File: src/rtl/rhd_seq_pkg.sv
// Shared types and constants for the RHD command sequencer.
// Optional aux command lists are enabled by defining RHD_SEQ_AUX_EN.
package rhd_seq_pkg;

    typedef enum logic [1:0] {
        StIdle,
        StRun,
        StDrain
    } seq_state_e;

    localparam logic [1:0]  OpConvert = 2'b00;
    localparam int unsigned SlotW     = 7;
    localparam int unsigned CmdW      = 16;

    function automatic logic [CmdW-1:0] convert_cmd(input logic [5:0] ch, input logic h);
        return {OpConvert, ch, 7'b0, h};
    endfunction

endpackage

File: src/rtl/rhd_aux_cmd_ram.sv
// Auxiliary command storage: NUM_AUX lists of AUX_DEPTH 16-bit words, one write port,
// one combinational read port, cleared by reset. Used only when RHD_SEQ_AUX_EN is defined.
module rhd_aux_cmd_ram
    import rhd_seq_pkg::*;
#(
    parameter int unsigned NUM_AUX   = 3,
    parameter int unsigned AUX_DEPTH = 16,
    parameter int unsigned AW        = 4
) (
    input  logic            clk_i,
    input  logic            rst_i,
    input  logic            wr_en_i,
    input  logic [1:0]      wr_sel_i,
    input  logic [7:0]      wr_addr_i,
    input  logic [CmdW-1:0] wr_data_i,
    input  logic [1:0]      rd_sel_i,
    input  logic [AW-1:0]   rd_addr_i,
    output logic [CmdW-1:0] rd_data_o
);

    localparam int unsigned Entries = NUM_AUX * AUX_DEPTH;
    localparam int unsigned IdxW    = (Entries > 1) ? $clog2(Entries) : 1;

    logic [CmdW-1:0] mem_q [Entries];
    logic            wr_ok;
    logic [IdxW-1:0] wr_idx;
    logic [IdxW-1:0] rd_idx;

    // Writes to a nonexistent list or past the end of a list are dropped.
    assign wr_ok  = wr_en_i && (32'(wr_sel_i) < NUM_AUX) && (32'(wr_addr_i) < AUX_DEPTH);
    assign wr_idx = IdxW'(wr_sel_i) * IdxW'(AUX_DEPTH) + IdxW'(wr_addr_i);
    assign rd_idx = IdxW'(rd_sel_i) * IdxW'(AUX_DEPTH) + IdxW'(rd_addr_i);

    always_ff @(posedge clk_i or posedge rst_i) begin
        if (rst_i) begin
            for (int i = 0; i < Entries; i++) begin
                mem_q[i] <= '0;
            end
        end else if (wr_ok) begin
            mem_q[wr_idx] <= wr_data_i;
        end
    end

    assign rd_data_o = (32'(rd_sel_i) < NUM_AUX) ? mem_q[rd_idx] : '0;

endmodule

File: src/rtl/rhd_cmd_sequencer.sv
// Frame sequencer feeding RHD command words to an SPI engine: NUM_CH CONVERT slots,
// followed by one word from each aux list when RHD_SEQ_AUX_EN is defined.
module rhd_cmd_sequencer
    import rhd_seq_pkg::*;
#(
    parameter int unsigned NUM_CH    = 32,
    parameter int unsigned NUM_AUX   = 3,
    parameter int unsigned AUX_DEPTH = 16
) (
    input  logic                 aclk,
    input  logic                 areset,
    input  logic                 start,
    input  logic                 stop,
    input  logic                 fast_settle,
    input  logic [15:0]          batch_len,
    input  logic [NUM_AUX*8-1:0] aux_last,
    input  logic                 aux_wr_en,
    input  logic [1:0]           aux_wr_sel,
    input  logic [7:0]           aux_wr_addr,
    input  logic [15:0]          aux_wr_data,
    output logic                 cmd_valid,
    input  logic                 cmd_ready,
    output logic [15:0]          cmd_data,
    output logic [6:0]           cmd_slot,
    output logic                 frame_start,
    output logic                 batch_done,
    output logic                 busy,
    output logic [31:0]          frame_cnt
);

`ifdef RHD_SEQ_AUX_EN
    localparam int unsigned NumSlots = NUM_CH + NUM_AUX;
`else
    localparam int unsigned NumSlots = NUM_CH;
`endif
    localparam logic [SlotW-1:0] LastSlot = SlotW'(NumSlots - 1);

    seq_state_e       state_q;
    logic [SlotW-1:0] slot_q;
    logic [CmdW-1:0]  cmd_data_q;
    logic             cmd_valid_q;
    logic             h_q;
    logic             frame_start_q;
    logic             batch_done_q;
    logic [31:0]      frame_cnt_q;
    logic [15:0]      batch_len_q;
    logic [15:0]      batch_cnt_q;

    logic             hs;
    logic             start_acq;
    logic             frame_h;
    logic [SlotW-1:0] next_slot;
    logic [CmdW-1:0]  next_word;

    assign hs        = cmd_valid_q && cmd_ready;
    assign start_acq = (state_q == StIdle) && start && !stop;
    assign next_slot = (slot_q == LastSlot) ? '0 : slot_q + 1'b1;
    // H for the rest of the frame is whatever fast_settle reads at the slot-0 handshake.
    assign frame_h   = (slot_q == '0) ? fast_settle : h_q;

`ifdef RHD_SEQ_AUX_EN
    localparam int unsigned AuxAw = (AUX_DEPTH > 1) ? $clog2(AUX_DEPTH) : 1;

    logic [AuxAw-1:0] aux_ptr_q [NUM_AUX];
    logic [AuxAw-1:0] aux_lim   [NUM_AUX];
    logic             rd_is_aux;
    logic             hs_is_aux;
    logic [1:0]       rd_sel;
    logic [1:0]       hs_sel;
    logic [AuxAw-1:0] rd_addr;
    logic [CmdW-1:0]  aux_rd_data;

    always_comb begin
        for (int i = 0; i < NUM_AUX; i++) begin
            if ({1'b0, aux_last[i*8 +: 8]} >= 9'(AUX_DEPTH)) begin
                aux_lim[i] = AuxAw'(AUX_DEPTH - 1);
            end else begin
                aux_lim[i] = aux_last[i*8 +: AuxAw];
            end
        end
    end

    assign rd_is_aux = next_slot >= SlotW'(NUM_CH);
    assign hs_is_aux = slot_q >= SlotW'(NUM_CH);
    assign rd_sel    = 2'(next_slot - SlotW'(NUM_CH));
    assign hs_sel    = 2'(slot_q - SlotW'(NUM_CH));
    assign rd_addr   = (rd_is_aux && (32'(rd_sel) < NUM_AUX)) ? aux_ptr_q[rd_sel] : '0;

    always_ff @(posedge aclk or posedge areset) begin
        if (areset) begin
            for (int i = 0; i < NUM_AUX; i++) begin
                aux_ptr_q[i] <= '0;
            end
        end else begin
            for (int i = 0; i < NUM_AUX; i++) begin
                if (start_acq) begin
                    aux_ptr_q[i] <= '0;
                end else if (hs && hs_is_aux && (hs_sel == 2'(i))) begin
                    aux_ptr_q[i] <= (aux_ptr_q[i] >= aux_lim[i]) ? '0 : aux_ptr_q[i] + 1'b1;
                end
            end
        end
    end

    rhd_aux_cmd_ram #(
        .NUM_AUX  (NUM_AUX),
        .AUX_DEPTH(AUX_DEPTH),
        .AW       (AuxAw)
    ) u_aux_ram (
        .clk_i    (aclk),
        .rst_i    (areset),
        .wr_en_i  (aux_wr_en),
        .wr_sel_i (aux_wr_sel),
        .wr_addr_i(aux_wr_addr),
        .wr_data_i(aux_wr_data),
        .rd_sel_i (rd_sel),
        .rd_addr_i(rd_addr),
        .rd_data_o(aux_rd_data)
    );
`else
    logic unused_aux;
    assign unused_aux = ^{aux_last, aux_wr_en, aux_wr_sel, aux_wr_addr, aux_wr_data,
                          8'(NUM_AUX), 9'(AUX_DEPTH)};
`endif

    // Word preloaded at each handshake; slot 0 gets its H bit live at the output.
    always_comb begin
        next_word = convert_cmd(next_slot[5:0], frame_h && (next_slot != '0));
`ifdef RHD_SEQ_AUX_EN
        if (rd_is_aux) begin
            next_word = aux_rd_data;
        end
`endif
    end

    always_ff @(posedge aclk or posedge areset) begin
        if (areset) begin
            state_q       <= StIdle;
            slot_q        <= '0;
            cmd_data_q    <= '0;
            cmd_valid_q   <= 1'b0;
            h_q           <= 1'b0;
            frame_start_q <= 1'b0;
            batch_done_q  <= 1'b0;
            frame_cnt_q   <= '0;
            batch_len_q   <= '0;
            batch_cnt_q   <= '0;
        end else begin
            frame_start_q <= 1'b0;
            batch_done_q  <= 1'b0;
            unique case (state_q)
                StIdle: begin
                    if (start_acq) begin
                        state_q     <= StRun;
                        cmd_valid_q <= 1'b1;
                        slot_q      <= '0;
                        cmd_data_q  <= convert_cmd(6'd0, 1'b0);
                        h_q         <= 1'b0;
                        frame_cnt_q <= '0;
                        batch_cnt_q <= '0;
                        batch_len_q <= batch_len;
                    end
                end
                StRun, StDrain: begin
                    if ((state_q == StRun) && stop) begin
                        state_q <= StDrain;
                    end
                    if (hs) begin
                        slot_q     <= next_slot;
                        cmd_data_q <= next_word;
                        if (slot_q == '0) begin
                            h_q           <= fast_settle;
                            frame_start_q <= 1'b1;
                        end
                        if (slot_q == LastSlot) begin
                            frame_cnt_q <= frame_cnt_q + 32'd1;
                            if (batch_len_q != '0) begin
                                if (batch_cnt_q + 16'd1 == batch_len_q) begin
                                    batch_done_q <= 1'b1;
                                    batch_cnt_q  <= '0;
                                end else begin
                                    batch_cnt_q <= batch_cnt_q + 16'd1;
                                end
                            end
                            if (state_q == StDrain) begin
                                state_q     <= StIdle;
                                cmd_valid_q <= 1'b0;
                                slot_q      <= '0;
                                cmd_data_q  <= '0;
                            end
                        end
                    end
                end
                default: state_q <= StIdle;
            endcase
        end
    end

    assign cmd_valid   = cmd_valid_q;
    assign cmd_data    = (cmd_valid_q && (slot_q == '0)) ? {cmd_data_q[CmdW-1:1], fast_settle}
                                                         : cmd_data_q;
    assign cmd_slot    = slot_q;
    assign frame_start = frame_start_q;
    assign batch_done  = batch_done_q;
    assign busy        = (state_q != StIdle);
    assign frame_cnt   = frame_cnt_q;

endmodule
File: config.mk
export PLATFORM = sky130hd
export DESIGN_NAME = rhd_cmd_sequencer
export DESIGN_NICKNAME = d
export VERILOG_FILES = /design/src/rtl/rhd_seq_pkg.sv /design/src/rtl/rhd_aux_cmd_ram.sv /design/src/rtl/rhd_cmd_sequencer.sv
export SDC_FILE = /design/constraint.sdc
export NUM_CORES = 1
export LEC_CHECK = 0
export ABC_CLOCK_PERIOD_IN_PS = 2800
export BUFFER_PORTS_ARGS = -buffer_cell sky130_fd_sc_hd__buf_2
export CORE_MARGIN = 2
export CORE_UTILIZATION = 45
export CTS_BUF_LIST = sky130_fd_sc_hd__clkbuf_8
export DETAILED_ROUTE_END_ITERATION = 7
export PLACE_DENSITY = 0.83
export SETUP_SLACK_MARGIN = 0.2
export SKIP_CTS_REPAIR_TIMING = 1
export SYNTH_ARGS = -nofsm -noshare
export SYNTH_HDL_FRONTEND = slang
export SYNTH_SLANG_ARGS = --single-unit
File: constraint.sdc
create_clock -name aclk -period 2.8 [get_ports aclk]
set_input_delay 0.14 -clock aclk [delete_from_list [all_inputs] [get_ports aclk]]
set_output_delay 0.14 -clock aclk [all_outputs]
set_load 0.02 [all_outputs]
# After elaboration in Yosys (flattened, before gate mapping)
# Cells that the tools add are included.
# word_totals
output_inout_bits	59
reg_bits	93
wordCells	85
# op_classes
muxes	44
n_reduce_logical	19
eq_ne	9
n_addsub	3
# op_table
op	count
$mux 16	6
$mux 32	3
$pmux 16 s2	2
$pmux 32 s2	1
$mux 7	5
$add 32x1->32 const B	1
$mux 14	2
$add 16x1->16 const B	1
$eq 16x16->1	1
$mux 1	16
$reduce_bool 16->1	1
$pmux 7 s2	1
$mux 2	5
$ne 2x2->1 const B	5
$reduce_and 5->1	2
$add 7x1->7 const B	1
$eq 7x5->1 const B	1
$logic_not 7->1	1
$reduce_bool 7->1	1
$logic_and 1x1->1	6
$pmux 1 s2	2
$pmux 2 s2	1
$reduce_and 4->1	1
$reduce_bool 2->1	2
7 further kinds	7

# Depth between registers and ports, before layout
# depth
word_depth	8
depth_mapped	11
depth_no_buf	9

# Least setup slack after synthesis
# No wires, ideal clock.
# synth_timing
kind	reg-to-reg
startpoint	reg slot_q[0] (netlist: cmd_slot[0])
endpoint	reg frame_cnt_q[21] (netlist: frame_cnt[21])
period_less_slack_ns	2.418
stages_incl_launch_ff	11
t_arrival_ns	2.340
setup_slack_ns	0.382
required_time_ns	2.722
setup_time_ns	0.078
cell_sequence	dfrtp_1 > ha_1 > and4_1 > buf_6 > nand2_4 > nor2_4 > o21ai_4 > or4_4 > buf_6 > or3_1 > a21oi_1
# synth_between
elab_chain_cells	3
# synth_lines
item	line	rtl
start, declared	rhd_cmd_sequencer.sv:39	logic [SlotW-1:0] slot_q;
start signal, assigned	rhd_cmd_sequencer.sv:169	slot_q <= next_slot;
$eq 7x5->1	rhd_cmd_sequencer.sv:175	if (slot_q == LastSlot) begin
$ne 2x2->1 (no source line)	n/a	
$reduce_and 4->1 (no source line)	n/a	
end signal, assigned	rhd_cmd_sequencer.sv:176	frame_cnt_q <= frame_cnt_q + 32'd1;
end, declared	rhd_cmd_sequencer.sv:45	logic [31:0] frame_cnt_q;
# No other way between the ends.
# A chain may end at the register's enable or synchronous reset.

# Final worst setup path
# layout_timing
startpoint	reg batch_cnt_q[1]
endpoint	reg batch_cnt_q[12]
# layout_between
elab_chain_cells	7
# layout_lines
item	line	rtl
start, declared	rhd_cmd_sequencer.sv:47	logic [15:0] batch_cnt_q;
start signal, assigned	rhd_cmd_sequencer.sv:182	batch_cnt_q <= batch_cnt_q + 16'd1;
$add 16x1->16 (*)	rhd_cmd_sequencer.sv:178, rhd_cmd_sequencer.sv:182	
$eq 16x16->1	rhd_cmd_sequencer.sv:178	if (batch_cnt_q + 16'd1 == batch_len_q) begin
$mux 16 (*)	rhd_cmd_sequencer.sv:178	
$mux 16 (*)	rhd_cmd_sequencer.sv:177	if (batch_len_q != '0) begin
$mux 16 (*)	rhd_cmd_sequencer.sv:175	
$mux 16 (*)	rhd_cmd_sequencer.sv:168	if (hs) begin
$pmux 16 s2 (*)	rhd_cmd_sequencer.sv:151	unique case (state_q)
# Mark *: on every way between the ends. The rest lies on a longest branch, timed or not. The select of a mux whose other input is x is not followed.

==> flow_summary.ini <==
[timing]
skew_ns = 0.0125
period_needed_ns = 2.52
final-hold-violation-count = 0
setup_ws_ns = 0.275
max_freq_mhz = 396
setup_violations = 0
tightest_slew_ns = 0.716
drv_slew = 0
grt_setup_unrepaired = true
post-route-period-util_pct = 90.2
setup_tns_ns = 0
maxSlewHeadroom_pct = 52.2

[synthesis]
syn_avg_cell_area_um2 = 9.42
ys_ff_latch = 78
async_flop_share_pct = 100
yosys-top-cells-area = dfrtp_1, mux2_2, o21ai_0, nand2_1, buf_4
synth_top_area_share_pct = 42.1
synth-seq-area-share_pct = 42.1
yosysWarnings = 0
netlist_area_mm2 = 0.00463
yosys.area.top_type = dfrtp_1
synth_edf_count = 0
syn_inst = 492
yosys_most_used_dff = dfrtp_1
synth_cell_types = 64

[grt]
grtUsageTotal_pct = 18.8
antenna_found_initial = 0
grt_pass1_vias = 3739
grt_max_degree = 47
grt_pass1_wl_um = 17100
grt_overflow = 0

[worst_setup_path]
crit_fanout = 8
required_ns = 3.04
endpoint_kind = flop
cpMaxStageDelayCell = dfrtp_1
worstSetupPathType = flop to flop
max_stage_delay_ns = 0.44
critPathLaunchType = flop
r2r-end = batch_cnt_q[12]$_DFFE_PP0P_
arrival_ns = 2.77
crit_chain = ha_2 > buf_4 > and3_4 > nand3_2 > xnor2_2 > nand2_1 > nor4_4 > buf_4 > a31oi_4 > a21o_1 > a22o_1
r2r_start = batch_cnt_q[1]$_DFFE_PP0P_
ff2ff_setup_slack_ns = 0.28
critPathMostFrequentCell = buf_4
r2r.worst_path.cells = 11

[flow_run]
cap_violations = 0

[clock_tree]
cts_buffers = 9
ctsRootBufferMaster = clkbuf_8
cts_tree = yes
clock-sinks = 78
htreeDepth = 3
clk_latency_ns = 0.35
clockBufferDepth = 2
clk_pin_slew_ns = 0.08

[routing]
via_per_inst = 5.67
num_vias = 3968
first_pass_iters = 4
detail_route.wl_per_cell_um = 15.0
drc_errors = 0
wl_um = 10500
postRouteAntennaNets = 0
drt-initial-drc-count = 247

[status]
outcome = completed

[final_layout]
syn2layout_area_growth_pct = 16.8
n_antenna_cell = 0
multi_input_area_mm2 = 0.00252
fin_nets = 640
instances_no_fill = 700
n_fill_cell = 885
drive_gt1_share_pct = 28.7
utilization_pct = 53.4
regArea_mm2 = 0.00196

[hold_path]
hp-start = batch_len[7]
whs_path_depth = 2
worstHoldEndpoint = batch_len_q[7]$_DFFE_PP0P_
worstHoldPathType = input pin to flop

[placement]
dpl.hpwl_um = 7510
gp_congestion = 0.865
io_buffers = 71
place_inst = 680
pre_cts_slack_ns = 0.0431

[die]
die_y_um = 105
start_util_pct = 45.7
placementRows = 37
die_w_um = 105
core-area_mm2 = 0.0101
die-area_mm2 = 0.0111
pin_count = 132

[pwr]
p_leak_nw = 2.44
irDropWorstVdd_v = 0.000526
p_total_mw = 4.52
power_density_mw_per_mm2 = 834
-- critical path: cells and delay by family, from the launching register on --
family / cells / cell delay (ns)
AO/OA/AOI/OAI: 3 / 0.59
buffers and inverters: 2 / 0.32
flip-flops: 1 / 0.44
AND/OR/NAND/NOR: 4 / 0.69
XOR/XNOR: 1 / 0.18
adder cells (fa/ha/maj): 1 / 0.21
-- per-stage QoR --
| stage | hold WS [ns] | area, um^2 |
|---|---|---|
| floorplan | 0.291 | 4660 |
| global placement | 0.300 | 5040 |
| detailed placement | 0.312 | 5040 |
| CTS | -0.0822 | 5260 |
| global route | 0.00256 | 5410 |
| finish | 0.0118 | 5410 |
-- registers in the layout, indices dropped and copies added, names as in the netlist --
| register | count |
|---|---|
| batch_len_q | 16 |
| h_q | 1 |
| cmd_valid | 1 |
| batch_done | 1 |
| cmd_slot | 7 |
| state_q | 2 |
| batch_cnt_q | 16 |
| frame_start | 1 |
| frame_cnt | 32 |
| cmd_data_q | 1 |
-- layer usage --
metal	track usage [%]	wire, um	part of all wire, %	vias up
met5	0	0	0	-
met4	7.81	298	2.8	0
met2	31.0	5040	48	167
li1	-	-	-	1854
met1	24.3	4520	43	1914
met3	3.40	647	6.2	33
-- Yosys cell counts, types with 3 or more instances --
cell type	number
xor2_1	18
o21ai_0	37
inv_1	19
a21o_1	5
mux2_2	17
o21ai_1	3
nand3_1	27
ha_1	8
o31ai_1	5
buf_2	4
and3_1	10
o311ai_2	3
o2bb2ai_1	4
nand2b_1	3
buf_4	21
xnor2_1	18
a21oi_1	21
nor3_1	7
dfrtp_1	78
nor2_1	40
clkbuf_1	10
a22o_1	7
nand2_1	46
and4_1	3
nand4_1	13
or3_1	9
and2_1	6
nor4_1	6
-- how the worst max path moves through the flow --
| stage | from | end | depth (start not counted) |
|---|---|---|---|
| 6_report | batch_cnt_q[1]$_DFFE_PP0P_ | batch_cnt_q[12]$_DFFE_PP0P_ | 11 |
| 3_5_place_dp | batch_cnt_q[4]$_DFFE_PP0P_ | batch_cnt_q[3]$_DFFE_PP0P_ | 8 |
| 5_1_grt | batch_cnt_q[1]$_DFFE_PP0P_ | batch_cnt_q[12]$_DFFE_PP0P_ | 11 |
| 2_1_floorplan | cmd_slot[0]$_DFFE_PP0P_ | frame_cnt[21]$_DFFE_PP0P_ | 10 |
| 4_1_cts | batch_cnt_q[4]$_DFFE_PP0P_ | batch_cnt_q[3]$_DFFE_PP0P_ | 8 |
| 3_3_place_gp | batch_cnt_q[4]$_DFFE_PP0P_ | batch_cnt_q[3]$_DFFE_PP0P_ | 8 |
-- power by group --
| part | leakage [nW] | switching [mW] | internal [mW] |
|---|---|---|---|
| combinational | 1.30 | 1.16 | 0.821 |
| sequential | 1.02 | 0.255 | 1.33 |
| clock | 0.114 | 0.429 | 0.525 |
-- logic make-up (layout without fill, tap and decap cells) --
group / after synthesis / count (layout) / share of synthesized area (%)
muxes: 18 / 18 / 4.35
other: 1 / 9 / 0.0809
xor gates and xnor gates: 36 / 36 / 6.80
buffers and inverters: 56 / 119 / 6.67
adders and majority gates: 8 / 8 / 2.16
DFF: 78 / 78 / 42.1
and+or+nand+nor: 195 / 195 / 23.2
AOI/OAI and AO/OA: 100 / 101 / 14.7
-- cells in the final DEF (no fill, tap or decap), types with 3 or more instances in the layout --
cell / synthesis / final
xnor2_1: 18 / 16
and3_1: 10 / 9
conb_1: 1 / 9
a21o_1: 5 / 5
xor2_1: 18 / 18
mux2_2: 17 / 17
nand2b_1: 3 / 3
o31ai_1: 5 / 5
a21oi_1: 21 / 21
dfrtp_2: 0 / 8
buf_2: 4 / 71
nor3_1: 7 / 6
o21ai_0: 37 / 37
ha_1: 8 / 5
and2_1: 6 / 6
o311ai_2: 3 / 3
o21ai_1: 3 / 3
inv_1: 19 / 19
or3_1: 9 / 9
clkbuf_8: 0 / 10
nand3_1: 27 / 25
buf_4: 21 / 11
nor4_1: 6 / 6
nor2_1: 40 / 39
dfrtp_1: 78 / 70
nand2_1: 46 / 46
nand4_1: 13 / 13
a22o_1: 7 / 7
o2bb2ai_1: 4 / 4
-- cell type report --
class	instances	area share (%)
multi-input cells	367	46.5
flip-flops and latches	78	36.2
repair buffers	84	8.65
clock buffers	10	2.54
clock inverters	6	1.57
well taps	136	3.14
inverters	19	1.32
No activity file was read; power rests on OpenSTA's default activity.
